File: config.mk
export PLATFORM = sky130hd
export DESIGN_NAME = jk_pattern_detector
export DESIGN_NICKNAME = d
export VERILOG_FILES = /design/src/rtl/jk_pkg.sv /design/src/rtl/sat_counter.sv /design/src/rtl/jk_pattern_detector.sv
export SDC_FILE = /design/constraint.sdc
export NUM_CORES = 1
export LEC_CHECK = 0
export ABC_AREA = 1
export CAP_MARGIN = 30
export CORE_ASPECT_RATIO = 1.2
export CORE_MARGIN = 2
export CORE_UTILIZATION = 45
export DETAILED_ROUTE_END_ITERATION = 16
export GPL_ROUTABILITY_DRIVEN = 0
export PLACE_DENSITY = 0.77
export SYNTH_ARGS = -nofsm -noshare
export SYNTH_HDL_FRONTEND = slang
export SYNTH_HIERARCHICAL = 1
export SYNTH_SLANG_ARGS = --single-unit
File: constraint.sdc
create_clock -name clk -period 1.65 [get_ports clk]
set_input_delay 0.2475 -clock clk [delete_from_list [all_inputs] [get_ports clk]]
set_output_delay 0.2475 -clock clk [all_outputs]
set_load 0.01 [all_outputs]
File: src/rtl/jk_pkg.sv
// Shared defaults and FSM encoding for the JK-stage pattern detector.
package jk_pkg;

    localparam int       DEF_PATTERN_W = 4;
    localparam logic [3:0] DEF_PATTERN = 4'b1011;
    localparam int       DEF_CNT_W     = 8;

    typedef enum logic {
        ST_FILL,
        ST_ARMED
    } state_t;

endpackage

File: src/rtl/sat_counter.sv
// Up-counter that sticks at all-ones; sat flags the stuck value.
module sat_counter #(
    parameter int W = 8
) (
    input  logic         clk,
    input  logic         rst,
    input  logic         clr,
    input  logic         inc,
    output logic [W-1:0] cnt,
    output logic         sat
);

    logic [W-1:0] cnt_inc;

    assign cnt_inc = cnt + W'(1);

    // NOTE: state registers use non-blocking assignments so every flop samples pre-edge values.
    always_ff @(posedge clk or posedge rst) begin
        if (rst) begin
            cnt <= '0;
            sat <= 1'b0;
        end else if (clr) begin
            cnt <= '0;
            sat <= 1'b0;
        end else if (inc && !sat) begin
            cnt <= cnt_inc;
            sat <= &cnt_inc;
        end
    end

endmodule

File: src/rtl/jk_pattern_detector.sv
// Overlapping serial pattern detector on the JK stage's Q stream, with a saturating match count.
// Define JK_TOGGLE_COUNT_EN to add toggle_cnt, a saturating count of Q changes between valid samples.
module jk_pattern_detector
    import jk_pkg::*;
#(
    parameter int                   PATTERN_W = DEF_PATTERN_W,
    parameter logic [PATTERN_W-1:0] PATTERN   = DEF_PATTERN,
    parameter int                   CNT_W     = DEF_CNT_W
) (
    input  logic             clk,
    input  logic             rst,
    input  logic             q_in,
    input  logic             q_valid,
    input  logic             clear,
    output logic             armed,
    output logic             match,
    output logic [CNT_W-1:0] match_cnt,
    output logic             cnt_sat
`ifdef JK_TOGGLE_COUNT_EN
    ,
    output logic [CNT_W-1:0] toggle_cnt
`endif
);

    localparam int                FILL_W    = $clog2(PATTERN_W + 1);
    localparam logic [FILL_W-1:0] FILL_FULL = FILL_W'(PATTERN_W);

    state_t               state;
    logic [PATTERN_W-1:0] history;
    logic [PATTERN_W-1:0] next_history;
    logic [FILL_W-1:0]    fill;
    logic [FILL_W-1:0]    next_fill;
    logic                 take;
    logic                 hit;

    // NOTE: every always_comb output gets a value on every path, so no latch can be inferred.
    always_comb begin
        take         = q_valid && !clear;
        next_history = {history[PATTERN_W-2:0], q_in};
        next_fill    = (fill == FILL_FULL) ? fill : fill + FILL_W'(1);
        // The cycle that completes the fill already counts as armed.
        hit          = take && ((state == ST_ARMED) || (next_fill == FILL_FULL))
                       && (next_history == PATTERN);
    end

    always_ff @(posedge clk or posedge rst) begin
        if (rst) begin
            state   <= ST_FILL;
            history <= '0;
            fill    <= '0;
            armed   <= 1'b0;
            match   <= 1'b0;
        end else if (clear) begin
            state   <= ST_FILL;
            history <= '0;
            fill    <= '0;
            armed   <= 1'b0;
            match   <= 1'b0;
        end else begin
            match <= hit;
            if (q_valid) begin
                history <= next_history;
                fill    <= next_fill;
                if (state == ST_FILL && next_fill == FILL_FULL) begin
                    state <= ST_ARMED;
                    armed <= 1'b1;
                end
            end
        end
    end

    sat_counter #(.W(CNT_W)) u_match_cnt (
        .clk (clk),
        .rst (rst),
        .clr (clear),
        .inc (hit),
        .cnt (match_cnt),
        .sat (cnt_sat)
    );

`ifdef JK_TOGGLE_COUNT_EN
    logic toggle_sat;
    logic toggle_inc;

    // history[0] is the previous valid sample; fill==0 means there is none yet.
    assign toggle_inc = take && (fill != '0) && (q_in != history[0]) && !toggle_sat;

    sat_counter #(.W(CNT_W)) u_toggle_cnt (
        .clk (clk),
        .rst (rst),
        .clr (clear),
        .inc (toggle_inc),
        .cnt (toggle_cnt),
        .sat (toggle_sat)
    );
`endif

endmodule

==> results of run 1 <==
-- sequential cells by signal (all words and copies together) (netlist names) --
register / flops
u_match_cnt/cnt: 8
state: 1
fill: 3
match: 1
history: 3
u_match_cnt/sat: 1
-- cells in the final DEF (no fill, tap or decap) --
master           netlist  routed
nand3_1               16      14
nand4_1                1       1
inv_1                 18      14
nor2_1                 8       7
nand2_2                3       6
o21ai_0                7       3
clkdlybuf4s50_1        0      15
ha_4                   0       1
clkinv_2               0       1
dfrtp_1               17      15
o21ai_1                2       5
nor2_4                 0       1
nand2_1               24      20
nor2_2                 3       3
o22ai_1                5       5
o21ai_2                0       1
buf_6                  0       1
ha_2                   0       1
nand3_2                0       2
nand2_4                0       1
ha_1                   4       2
xor2_1                 2       2
o21bai_1               1       1
dfrtp_2                0       2
buf_4                  0      14
clkbuf_4               0       3
a21oi_1                2       1
inv_2                  1       4
a21oi_2                0       1
inv_4                  0       1
-- area by class of cell --
class / count / area [um^2]
flip-flops and latches: 17 / 428
repair buffers: 30 / 267
clock buffers: 3 / 22.5
fillers: 155 / 592
well taps: 19 / 23.8
clock inverters: 1 / 5.00
multi-input cells: 78 / 460
inverters: 19 / 73.8
-- per-stage QoR --
stage | std cells | cell area, um^2 | total power [W] | setup WS, ns | hold slack [ns]
final | 167 | 1280 | 0.000766 | 0.00821 | 0.245
after global routing | 167 | 1280 | 0.000807 | -0.0825 | 0.259
after CTS | 166 | 1240 | 0.000756 | 0.00173 | 0.240
after detailed placement | 157 | 1150 | 0.000520 | -0.170 | 0.512
after global placement | 157 | 1150 | 0.000515 | -0.153 | 0.508
after floorplan | 114 | 908 | 0.000476 | 0.0116 | 0.0632
-- power by group through the flow --
stage	registers [W]	logic (W)	clock network [W]
floorplan	0.000436	0.0000400	0
global placement	0.000437	0.0000784	0
detailed placement	0.000437	0.0000824	0
CTS	0.000430	0.000103	0.000223
global route	0.000432	0.000130	0.000245
finish	0.000431	0.000119	0.000216
-- layer usage --
metal / vias up / part of all wire, % / track usage [%]
met3: 2 / 2.5 / 2.05
met5: - / 0 / 0
met1: 428 / 40 / 22.4
li1: 436 / - / -
met4: 0 / 0.23 / 5.88
met2: 17 / 57 / 38.9
-- timing repair --
item,CTS,global route
setup endpoints to repair,8,11
hold endpoints to repair,0,0
gates resized for setup,12,12
pin swaps,6,7
setup buffers,5,1
-- worst paths after layout --
check	to	slack (ns)	start
setup / recovery	u_match_cnt/sat	0.008	fill[0]
hold / removal	fill[2]	0.25	rst
setup reg to reg	u_match_cnt/sat	0.008	fill[0]
hold reg to reg	u_match_cnt/sat	0.54	u_match_cnt/sat
max in group asynchronous	u_match_cnt/cnt[3]	1.09	rst
min in group clk	u_match_cnt/sat	0.54	u_match_cnt/sat
-- critical path: stages (launching register included) --
cell	delay, ns
dfrtp_1	0.43
inv_2	0.09
ha_4	0.14
nand3_1	0.10
nand2_2	0.09
nand3_2	0.08
a21oi_2	0.13
nand2_2	0.11
nor2_4	0.15
inv_4	0.07
nor2_2	0.07
nand3_1	0.06
nand2_1	0.05
-- logic make-up (layout without fill, tap and decap cells) --
group           count (synthesis)  in the layout  synth area share (%)
fa+ha+maj                       4              4                  5.55
simple gates                   55             55                  27.0
xor+xnor                        2              2                  1.94
compound gates                 17             17                  10.4
buf+inv                        19             53                  7.90
flops                          17             17                  47.2
==> results.ini, run 1 <==
[clock_network]
cts_sinks=17
cts_buffers=3
clk_pin_slew_worst_paths_ns=0.10
cts_root_buf=clkbuf_4
max-clock-path-buffers=2
hold_buffers=0
clock_latency_ns=0.28
cts_tree=built
cts_htree_levels=1

[logic_synthesis]
synthArstFlopShare_pct=100
syn_area_um2=902
synthCells=114
synth_ff_type=dfrtp_1
yosys-top-cells-count=24 x nand2_1, 18 x inv_1, 17 x dfrtp_1
ys_seq_area_share_pct=47.2
synth_seq_cells=17
ys_types=16
synthTopCellsByArea=dfrtp_1 47%, nand2_1 10%, nand3_1 8.9%
yosys.area.top_type=dfrtp_1
synth.most_common_cell=nand2_1
synth_top_area_share_pct=47.2
syn-num-nets=123
avgSynthCellArea_um2=7.91
ys_warn_count=6
synth_edf_count=0

[worst_hold_path]
hp-class=input port to async pin

[global_route]
grt_first_pass_wirelength_mm=3.53
grt_pass1_vias=833
grt_overflow=0
track_usage_pct=20.1
antenna_found_initial=0
grt_max_degree=11

[pwr]
pwr-share-clk_pct=28.2
intPower_w=0.000574
p_switching_w=0.000192
p_per_area_nw_per_um2=598
power.share.switching_pct=25.1
p_comb_share_pct=15.6
seqPwrFrac_pct=56.3
worst_ir_drop_vdd_v=0.000542
p_leak_nw=0.572

[route]
first_pass_iters=4
wl_mm=2.19
vias=883
drtIter0Drc=18
avgRoutedWirePerCell_um=13.1
via_per_inst=5.29
ant_nets=0
route.detailed.drc=0

[timing]
finalSetupViolCount=0
slew_viol_final=0
slew_headroom_pct=75.4
min_period_over_period_pct=99.5
setup_tns_ns=0
rsz0062_at_grt=true
tightest_slew_ns=0.368
fin_worst_skew_ns=0.00635
maxClockFrequency_ghz=0.609
fin_crit_ns=1.64
hold_viol_final=0

[cells_and_area]
synthToLayoutAreaGrowth_pct=41.9
utilization_pct=68.4
layout-drive-gt1-share_pct=29.1
n_antenna_cell=0
nNetsFinal=158

[die]
dieWidth_um=44.9
rows=17
coreArea_um2=1870
ios=16
die_area_um2=2380
start_util_pct=48.2
fp.dieH_um=53.0

[critical_path]
cp.required_ns=1.88
worstSetupEndpointType=flip-flop
cp.arrival_ns=1.87
rr_worst_depth=12
path_max_fanout=6
path_class=flip-flop to flip-flop
crit_path_start_kind=flip-flop

[flow_run]
maxCapViolCount=0

[placed_design]
dpl.hpwl_mm=1.58
portBuffers=15

[status]
outcome=finished, final reports clean

Power figures use the tool's default switching activity.
==> inputs of run 2 (changes only) <==
GPL_ROUTABILITY_DRIVEN = unset   (was 0)
==> results of run 2 <==
No change in the layout: final DEF, timing and power equal those of run 1.
==> inputs of run 3 (changes only) <==
CORE_ASPECT_RATIO = unset   (was 1.2)
CORE_MARGIN = 5   (was 2)
==> results.ini, run 3 (synthesis gave the netlist of run 1 again) <==
[die]
dieWidth_um=54.8  ; +22%
rows=16  ; -1
coreArea_um2=1940  ; +3.7%
die_area_um2=3000  ; +26%
fp.dieH_um=54.8  ; +3.3%
start_util_pct=46.5  ; -1.7 points
ios=16  ; unchanged

[placed_design]
pre_cts_slack_ns=-0.152  ; +0.0176 ns
portBuffers=15  ; unchanged
place_area_um2=1170  ; +1.5%
dpl.hpwl_mm=1.55  ; -1.9%
place.gp.congestion=0.889

[pwr]
p_per_area_nw_per_um2=583  ; -2.6%
total_power_w=0.000758  ; -0.99%
worst_ir_drop_vdd_v=0.000541  ; -0.16%
p_leak_nw=0.556  ; -2.7%

[clock_network]
cts_tree=built
max-clock-path-buffers=2  ; unchanged
cts_buffers=3  ; unchanged
cts_root_buf=clkbuf_4
cts_htree_levels=1  ; unchanged
cts_sinks=17  ; unchanged
clk_pin_slew_worst_paths_ns=0.09  ; about the same
clock_latency_ns=0.28  ; about the same

[timing]
slew_viol_final=0  ; unchanged
rsz0062_at_grt=true
worst_slack_ns=-0.0493  ; -0.0575 ns
finalSetupViolCount=2  ; +2
min_period_over_period_pct=103  ; +3.5 points
fin_worst_skew_ns=0.00321  ; -0.00314 ns
maxClockFrequency_ghz=0.588  ; -3.4%
slew_headroom_pct=76.9  ; +1.5 points
tightest_slew_ns=0.346  ; -0.0222 ns
setup_tns_ns=-0.0577  ; -0.0577 ns
fin_crit_ns=1.70  ; +0.0575 ns
hold_viol_final=0  ; unchanged

[cells_and_area]
mostFrequentLayoutCells=19 x nand2_1, 15 x inv_1, 15 x dfrtp_1, 15 x clkdlybuf4s50_1
layout-drive-gt1-share_pct=27.6  ; -1.5 points
largest_reg_flops=8  ; unchanged
nNetsFinal=155  ; -1.9%
utilization_pct=67.0  ; -1.4 points
synthToLayoutAreaGrowth_pct=44.2
n_antenna_cell=0  ; unchanged
design_area_um2=1300  ; +1.7%
reg.largest.list=u_match_cnt/cnt (8), fill (3), history (3)
layout_commonest_cell=nand2_1
largest_register=u_match_cnt/cnt

[status]
violations=setup timing
outcome=complete, but fails checks

[global_route]
grt_max_degree=10  ; -1
grt_pass1_vias=830  ; -0.36%
track_usage_pct=16.2  ; -3.9 points
grt_overflow=0  ; unchanged
grt_first_pass_wirelength_mm=3.48  ; -1.6%
antenna_found_initial=0  ; unchanged

[critical_path]
cp.required_ns=1.87  ; about the same
path_max_fanout=6  ; unchanged
crit_path_start_kind=flip-flop
cp.arrival_ns=1.92  ; +0.05 ns
r2r_start=fill[0]
worstSetupEndpointType=flip-flop
startpoint=fill[0]
path_class=flip-flop to flip-flop

[route]
wl_mm=2.08  ; -5.1%
via_per_inst=4.99  ; -5.5%
drtIter0Drc=9  ; -9
ant_nets=0  ; unchanged
avgRoutedWirePerCell_um=12.1  ; -7.8%
route.detailed.drc=0  ; unchanged
vias=859  ; -2.7%
first_pass_iters=4  ; unchanged

[worst_hold_path]
hp-class=input port to async pin

[flow_run]
maxCapViolCount=0  ; unchanged

run 3: final timing paths:
check	slack, ns	cells past startpoint	endpoint
worst max-delay path	-0.05	12	u_match_cnt/sat
worst min-delay path	0.25	2	history[0]
worst max register to register	-0.05	12	u_match_cnt/sat
worst min register to register	0.52	2	u_match_cnt/sat
max in group asynchronous	1.11	2	u_match_cnt/cnt[3]
min in group clk	0.52	2	u_match_cnt/sat
run 3: layout make-up:
type	count	area [um^2]
Clock buffer	4	26.3
Fill cell	167	641
Inverter	19	73.8
Multi-Input combinational cell	78	499
Sequential cell	17	428
Tap cell	27	33.8
Timing Repair Buffer	27	240
run 3: worst max-delay path, stage by stage (launching register included):
cell and delay [ns]:
dfrtp_2 0.45, ha_2 0.20, inv_1 0.07, nand2_2 0.07, nand3_4 0.11, nand3_4 0.08, a21oi_2 0.13, nand2_2 0.11
nor2_4 0.13, inv_4 0.07, nor2_4 0.11, nand3_2 0.06, nand2_1 0.05
run 3: power breakdown:
part | total (W) | internal [W] | switching, W
Combinational | 0.000115 | 0.0000537 | 0.0000615
Clock | 0.000210 | 0.0000936 | 0.000116
Sequential | 0.000433 | 0.000425 | 0.00000852
Total | 0.000758 | 0.000572 | 0.000186
run 3: metal layers:
| metal | routed length (um) | global-route usage, % | up-vias | part of all wire (%) |
|---|---|---|---|---|
| met3 | 90 | 2.72 | 4 | 4.3 |
| li1 | - | - | 433 | - |
| met2 | 1130 | 28.1 | 19 | 54 |
| met5 | 0 | 0 | - | 0 |
| met1 | 835 | 18.9 | 403 | 40 |
| met4 | 25 | 7.88 | 0 | 1.2 |
run 3: what timing repair did:
item,in CTS,in global routing
resized for setup,9,18
buffers inserted,1,1
hold endpoints to repair,0,0
hold buffers,0,0
pin swaps,10,9
setup endpoints to repair,9,10
run 3: stage by stage:
step                hold slack [ns]  cells
detailed placement            0.508    166
CTS                           0.253    171
global placement              0.508    166
finish                        0.254    172
floorplan                    0.0632    114
global route                  0.263    172
